==> config.mk <==
export PLATFORM = sky130hd
export DESIGN_NAME = candy_dispense_ctrl
export DESIGN_NICKNAME = d
export VERILOG_FILES = /design/src/rtl/candy_dispense_ctrl.sv
export SDC_FILE = /design/constraint.sdc
export NUM_CORES = 1
export LEC_CHECK = 0
export BUFFER_PORTS_ARGS = -buffer_cell sky130_fd_sc_hd__buf_4
export CORE_ASPECT_RATIO = 1.1
export CORE_MARGIN = 2
export CORE_UTILIZATION = 60
export CTS_CLUSTER_DIAMETER = 150
export DETAILED_ROUTE_END_ITERATION = 10
export PLACE_DENSITY = 0.79
export SLEW_MARGIN = 20
export SYNTH_ARGS = -nofsm -noshare
export SYNTH_HDL_FRONTEND = slang
export SYNTH_SLANG_ARGS = --single-unit
==> constraint.sdc <==
create_clock -name clk_x1 -period 2.5 [get_ports clk_x1]
set_clock_uncertainty 0.2 [all_clocks]
set_input_delay 0.25 -clock clk_x1 [delete_from_list [all_inputs] [get_ports clk_x1]]
set_output_delay 0.25 -clock clk_x1 [all_outputs]
set_load 0.01 [all_outputs]
==> src/rtl/candy_dispense_ctrl.sv <==
// Dispense sequencer: synchronised request edge -> spin-up -> stepped units with settle gaps -> done/err.
// One DC agitator per channel plus a shared stepper; every output comes straight from a flop.
module candy_dispense_ctrl #(
  parameter int   NUM_CH         = 3,
  parameter int   SEL_W          = 3,
  parameter int   AMT_W          = 2,
  parameter int   STEP_DIV_SLOW  = 6000,
  parameter int   STEP_DIV_MED   = 3000,
  parameter int   STEP_DIV_FAST  = 1500,
  parameter int   STEPS_PER_UNIT = 200,
  parameter int   SPINUP_CYC     = 120000,
  parameter int   SETTLE_CYC     = 60000,
  parameter logic DIR_FWD        = 1'b1
) (
  input  logic              clk_x1,
  input  logic              rstn,
  input  logic [SEL_W-1:0]  sel,
  input  logic [AMT_W-1:0]  amount,
  input  logic [1:0]        mode,
  input  logic              candyflag,
  input  logic              stop,
  output logic              stepper_step,
  output logic              stepper_dir,
  output logic [NUM_CH-1:0] dcmotor,
  output logic              busy,
  output logic              done,
  output logic              err
);

  localparam int MAX_A   = (SPINUP_CYC > SETTLE_CYC) ? SPINUP_CYC : SETTLE_CYC;
  localparam int MAX_B   = (STEP_DIV_SLOW > STEP_DIV_MED) ? STEP_DIV_SLOW : STEP_DIV_MED;
  localparam int MAX_C   = (MAX_B > STEP_DIV_FAST) ? MAX_B : STEP_DIV_FAST;
  localparam int CNT_MAX = (MAX_A > MAX_C) ? MAX_A : MAX_C;
  localparam int CNT_W   = $clog2(CNT_MAX + 1);
  localparam int PULSE_W = $clog2(STEPS_PER_UNIT + 1);
  localparam int UNIT_W  = AMT_W + 1;

  localparam logic [CNT_W-1:0]   SPIN_LD   = CNT_W'(SPINUP_CYC - 1);
  localparam logic [CNT_W-1:0]   SETTLE_LD = CNT_W'(SETTLE_CYC - 1);
  localparam logic [CNT_W-1:0]   SLOW_LD   = CNT_W'(STEP_DIV_SLOW - 1);
  localparam logic [CNT_W-1:0]   MED_LD    = CNT_W'(STEP_DIV_MED - 1);
  localparam logic [CNT_W-1:0]   FAST_LD   = CNT_W'(STEP_DIV_FAST - 1);
  localparam logic [PULSE_W-1:0] PULSES    = PULSE_W'(STEPS_PER_UNIT);
  localparam logic [SEL_W:0]     NUM_CH_W  = (SEL_W + 1)'(NUM_CH);

  typedef enum logic [2:0] {S_IDLE, S_SPIN_UP, S_STEP, S_SETTLE, S_DONE} state_t;

  state_t              state_q, state_d;
  logic [CNT_W-1:0]    cnt_q, cnt_d, div_ld;
  logic [PULSE_W-1:0]  pulse_q, pulse_d;
  logic [UNIT_W-1:0]   units_q, units_d;
  logic [SEL_W-1:0]    sel_q, sel_d;
  logic [1:0]          mode_q, mode_d;
  logic                err_q, err_d, step_q, step_d, dir_q, dir_d;
  logic                busy_q, busy_d, done_q, done_d;
  logic [NUM_CH-1:0]   motor_q, motor_d;
  logic                sync1_q, sync2_q, sync3_q, rise;

  // Synchroniser and edge flops reset high so a flag held across reset is not a request.
  always_ff @(posedge clk_x1 or negedge rstn) begin
    if (!rstn) begin
      sync1_q <= 1'b1;
      sync2_q <= 1'b1;
      sync3_q <= 1'b1;
    end else begin
      sync1_q <= candyflag;
      sync2_q <= sync1_q;
      sync3_q <= sync2_q;
    end
  end

  assign rise = sync2_q & ~sync3_q;

  always_comb begin
    unique case (mode_q)
      2'b01:   div_ld = MED_LD;
      2'b10:   div_ld = FAST_LD;
      default: div_ld = SLOW_LD;
    endcase
  end

  always_comb begin
    state_d = state_q;
    cnt_d   = cnt_q;
    pulse_d = pulse_q;
    units_d = units_q;
    sel_d   = sel_q;
    mode_d  = mode_q;
    err_d   = err_q;
    step_d  = step_q;
    unique case (state_q)
      S_IDLE: begin
        if (rise) begin
          if ({1'b0, sel} < NUM_CH_W) begin
            sel_d   = sel;
            mode_d  = mode;
            units_d = UNIT_W'(amount) + UNIT_W'(1);
            cnt_d   = SPIN_LD;
            state_d = S_SPIN_UP;
          end else begin
            err_d   = 1'b1;
            state_d = S_DONE;
          end
        end
      end
      S_SPIN_UP: begin
        if (cnt_q != '0) cnt_d = cnt_q - CNT_W'(1);
        else begin
          state_d = S_STEP;
          step_d  = 1'b1;
          pulse_d = '0;
          cnt_d   = div_ld;
        end
      end
      S_STEP: begin
        if (cnt_q != '0) cnt_d = cnt_q - CNT_W'(1);
        else if (step_q) begin
          // a pulse is counted on its falling edge
          step_d  = 1'b0;
          pulse_d = pulse_q + PULSE_W'(1);
          cnt_d   = div_ld;
        end else if (pulse_q == PULSES) begin
          state_d = S_SETTLE;
          cnt_d   = SETTLE_LD;
        end else begin
          step_d  = 1'b1;
          cnt_d   = div_ld;
        end
      end
      S_SETTLE: begin
        if (cnt_q != '0) cnt_d = cnt_q - CNT_W'(1);
        else begin
          units_d = units_q - UNIT_W'(1);
          if (units_q == UNIT_W'(1)) state_d = S_DONE;
          else begin
            state_d = S_STEP;
            step_d  = 1'b1;
            pulse_d = '0;
            cnt_d   = div_ld;
          end
        end
      end
      S_DONE: begin
        if (!sync2_q) begin
          state_d = S_IDLE;
          err_d   = 1'b0;
        end
      end
      default: state_d = S_IDLE;
    endcase
    if (stop && (state_q == S_SPIN_UP || state_q == S_STEP || state_q == S_SETTLE)) begin
      state_d = S_DONE;
      err_d   = 1'b1;
      step_d  = 1'b0;
    end
    // outputs are decoded from the next state so they change on the same edge as the state
    busy_d = (state_d == S_SPIN_UP) || (state_d == S_STEP) || (state_d == S_SETTLE);
    done_d = (state_d == S_DONE);
    dir_d  = busy_d ? DIR_FWD : 1'b0;
    for (int i = 0; i < NUM_CH; i++) motor_d[i] = busy_d && (sel_d == SEL_W'(i));
  end

  always_ff @(posedge clk_x1 or negedge rstn) begin
    if (!rstn) begin
      state_q <= S_IDLE;
      cnt_q   <= '0;
      pulse_q <= '0;
      units_q <= '0;
      sel_q   <= '0;
      mode_q  <= '0;
      err_q   <= 1'b0;
      step_q  <= 1'b0;
      dir_q   <= 1'b0;
      busy_q  <= 1'b0;
      done_q  <= 1'b0;
      motor_q <= '0;
    end else begin
      state_q <= state_d;
      cnt_q   <= cnt_d;
      pulse_q <= pulse_d;
      units_q <= units_d;
      sel_q   <= sel_d;
      mode_q  <= mode_d;
      err_q   <= err_d;
      step_q  <= step_d;
      dir_q   <= dir_d;
      busy_q  <= busy_d;
      done_q  <= done_d;
      motor_q <= motor_d;
    end
  end

  assign stepper_step = step_q;
  assign stepper_dir  = dir_q;
  assign dcmotor      = motor_q;
  assign busy         = busy_q;
  assign done         = done_q;
  assign err          = err_q;

endmodule

# Word level (Yosys, flattened, before mapping)

Index checks and enable logic that the tools add are counted.

Logic and storage cells: 121
Bits in registers: 47
Output and inout port bits: 8
Input bits: 11

Magnitude comparators: 1
Equal/unequal tests: 29
Reductions and logical operators: 22
Muxes and demuxes: 48
Bitwise logic cells: 2
Add/sub/neg operators: 4

Operators by type and width:

| operator              | number |
|---|---|
| $mux 17               | 6 |
| $pmux 17 s4           | 1 |
| $mux 3                | 16 |
| $mux 8                | 5 |
| $mux 16               | 2 |
| $pmux 13 s2           | 1 |
| $pmux 8 s3            | 1 |
| $reduce_bool 17->1    | 1 |
| $sub 17x1->17 const B | 1 |
| $eq 3x2->1 const B    | 5 |
| $pmux 3 s5            | 1 |
| $ne 2x2->1 const B    | 7 |
| $eq 3x1->1 const B    | 4 |
| $mux 1                | 12 |
| $ne 3x2->1 const B    | 4 |
| $ne 3x3->1 const B    | 4 |
| $reduce_and 4->1      | 3 |
| $add 8x1->8 const B   | 1 |
| $eq 8x8->1 const B    | 1 |
| $reduce_bool 4->1     | 2 |
| $eq 3x3->1 const B    | 2 |
| $logic_not 3->1       | 2 |
| $pmux 3 s2            | 1 |
| $reduce_and 6->1      | 1 |
| 15 further kinds      | 22 |

# Logic depth before layout (Yosys ltp)

Depth after elaboration: 10
Depth in mapped cells: 9

# Worst setup path after synthesis

OpenSTA, ideal clock, no wires.

Path kind: register -> register
Start: register cnt_q[0]
End: register pulse_q[5]
Clock period less this slack: 2.205 ns
Stages on the path, launching flop included: 9
Library setup time: 0.095 ns
Required time: 2.205 ns
Arrival time: 1.910 ns
Path buffers: 1
Slack: 0.295 ns
Cell sequence: dfrtp_1 -> inv_1 -> ha_1 -> nor4b_4 -> nand4_2 -> or3_1 -> buf_2 -> or2_4 -> o31ai_1

Longest elaborated chain between the ends: 3

Ends and longest elaborated chain:

| item                                | line          | text |
|---|---|---|
| start, declared                     | 49            | `logic [CNT_W-1:0] cnt_q, cnt_d, div_ld;` |
| start signal, assigned              | 179           | `cnt_q <= cnt_d;` |
| $reduce_bool 17->1 *                | 107, 116, 131 |  |
| $ne 2x2->1 (no source line)         | --            |  |
| $reduce_and 6->1 (no source line) * | --            |  |
| end signal, assigned                | 180           | `pulse_q <= pulse_d;` |
| end, declared                       | 50            | `logic [PULSE_W-1:0] pulse_q, pulse_d;` |

Mark *: on every way between the ends. The rest lies on a longest branch, timed or not.
A chain may end at the register's enable or synchronous reset.

# Final worst setup path

Start: register cnt_q[1]
End: register pulse_q[5]

The elaborated chain is that of the path after synthesis.

==> out/results.ini <==
[floorplanning]
coreArea_mm2 = 0.00438
die_area_mm2 = 0.00516
io_pins = 19
start_util = 0.631
fp.dieW_um = 68.7
die_h_um = 75.2
fp-row-count = 25

[cts]
htree_levels = 2
post_cts_buffers = 0
path_clk_slew_ps = 80
clk_latency_ps = 300
clock-sinks = 46
cts-root-buf = clkbuf_8
cts.path.max_buffers = 2
cts_tree = done
numCtsBuffers = 5

[synthesis]
yosys.area_share.simple = 0.258
yosys.area.top_type = dfrtp_1
synth_flop_cell = dfrtp_1
ys_seq_area_frac = 0.418
yosysTopAreaCellShare = 0.389
synth_edf_count = 0
synth_compound_area_frac = 0.216
ys_async_sr_fraction = 1.00
synth_xor_area_frac = 0
synthAdderAreaFrac = 0.0408
synth_mux_area_frac = 0.0113
yosys_warnings = 0
synth_nets = 327
synthTopCellsByArea = dfrtp_1 (39%), o21ai_0 (5.3%), a21oi_1 (5.1%)
ys_seq_elements = 46
postSynthAreaPerCell_um2 = 9.00
syn-cell-area_mm2 = 0.00276
yosys.cell_types.count = 63
synth_top_family_by_area = simple AND/OR/NAND/NOR gates
postSynthCellCount = 307

[placement]
dp_hpwl_um = 4610
gp_congestion = 0.933
post_dp_cell_area_mm2 = 0.00304
numPortBuffers = 18

[grt]
use_met2 = 0.424
grt_overflow = 0
grt_pass1_vias = 2335
met3_usage = 0.0508
grt_antenna_before_repair = 0
grtUsageTotal = 0.280
use_met1 = 0.389
grt_pass1_wl_um = 10800
grt_max_degree = 47
busiest_layer = met2

[worst_setup_path]
cp-start-kind = register
crit_type = reg -> reg
cp_top_family = simple AND/OR/NAND/NOR gates
worst-path-buf-inv = 2
rrSetupSlack_ps = 170
slowest_delay_ps = 410
cp_data_arrival_time_ps = 2310
crit_path_end_kind = register
reg2reg_depth = 8
crit_required_ps = 2480
path_depth = 8
path_cells = inv_1 > ha_1 > nor4b_4 > nand4_2 > or3_1 > buf_4 > o21ai_0 > o31ai_1
critPathMaxFanout = 9
cpMaxStageDelayCell = dfrtp_1

[routing]
drt_iter0_markers = 208
num_vias = 2541
routedWlPerCell_um = 16.2
ant_nets = 0
drt-vias-per-instance = 6.40
wl_um = 6440
route.detailed.drc = 0
dr.pass1.iters = 6

[layout]
fin_util = 0.731
final_cell_mix = dfrtp_1 (43), buf_4 (39), o21ai_0 (29)
nNetsFinal = 362
final_common_cell = dfrtp_1
area.growth.synth_to_final_pct = 15.9
antennaDiodeCount = 0
drive_gt1_frac = 0.192
design_area_mm2 = 0.00320

[sta]
tightestPinTransition_ps = 584
period_needed_ps = 2330
slew_violations = 0
post-route-period-util = 0.933
rsz0062_at_grt = no
slew-limit-headroom = 0.611
setup-tns-final_ps = 0
hold_viol_final = 0
finalSetupViolCount = 0
timing.fmax_mhz = 429

[run]
maxCapViolations = 0

[pwr]
p_leak_nw = 1.39
ir_drop_v = 0.000576
cellPowerDensity_mw_per_mm2 = 749
finalPower_mw = 2.40

[min_path]
hold_depth = 2
hold_path_class = in -> reg

[outcome]
outcome = complete, no violations

==> repair_timing <==
| action | 4_1_cts | 5_1_grt |
|---|---|---|
| endpoints found under the setup margin | 0 | 7 |
| endpoints found under the hold margin | 47 | 0 |
| hold buffers | 5 | 0 |
| gates resized for setup | 0 | 2 |
==> per-stage QoR <==
step	cells	setup slack [ps]	hold slack [ps]
3_3_place_gp	384	205	83.6
3_5_place_dp	384	128	90.2
4_1_cts	397	70.8	38.2
6_report	397	167	47.4
5_1_grt	397	25.8	43.5
2_1_floorplan	307	295	-246
==> layout make-up <==
class	instances	area (um^2)
multi-input cells	225	1460
fillers	315	1180
flip-flops and latches	46	1150
repair buffers	44	343
clock buffers	7	76.3
inverters	20	75.1
well taps	54	67.6
clock inverters	1	30.0
==> registers in the layout (all words and copies together) (netlist names) <==
signal / count
busy: 1
pulse_q: 8
units_q: 3
sel_q: 3
sync2_q: 1
done: 1
stepper_step: 1
sync3_q: 1
dcmotor: 3
mode_q: 2
err: 1
cnt_q: 17
state_q: 3
sync1_q: 1
==> cell usage after synthesis (2+ instances only) <==
cell,instances
a211oi_1,2
a21oi_1,28
a221oi_1,2
a22oi_1,3
a31oi_1,4
a32oi_1,2
and2_1,3
and3_1,3
and4_1,2
buf_2,6
clkbuf_1,8
dfrtp_1,43
dfstp_2,3
ha_1,9
inv_1,20
mux2i_1,2
nand2_1,27
nand2b_1,8
nand3_1,14
nand3b_1,2
nand4bb_1,2
nor2_1,17
nor3_1,9
nor3b_1,4
nor4_1,2
nor4_2,2
nor4_4,2
o211ai_1,2
o21ai_0,29
o22a_1,2
o22ai_1,2
o31ai_1,4
or2_2,3
or3_1,4
or4_1,4
==> final timing paths <==
path | from | endpoint
worst max-delay path | cnt_q[1] | pulse_q[5]
max in group asynchronous | rstn | state_q[2]
worst max register to register | cnt_q[1] | pulse_q[5]
worst min register to register | sync1_q | sync2_q
min in group asynchronous | rstn | pulse_q[4]
worst min-delay path | sel[0] | sel_q[0]
==> power by group <==
| group | internal, mW | total, mW | switching (mW) |
|---|---|---|---|
| Clock | 0.299 | 0.543 | 0.243 |
| Sequential | 0.872 | 0.976 | 0.104 |
| Combinational | 0.388 | 0.880 | 0.491 |
| Total | 1.56 | 2.40 | 0.838 |
==> cells by family after synthesis <==
| family | count (synthesis) |
|---|---|
| AND/OR/NAND/NOR | 118 |
| AO/OA/AOI/OAI | 95 |
| flip-flops | 46 |
| buffers and inverters | 36 |
| adder cells (fa/ha/maj) | 9 |
| multiplexers | 3 |
==> metal layers <==
layer	wire, um	up-vias	part of all wire
met4	199	0	0.031
met2	2930	128	0.46
met1	2830	1195	0.44
met3	477	25	0.074
li1	-	1193	-
met5	0	-	0
(Power assumes the default switching activity.)
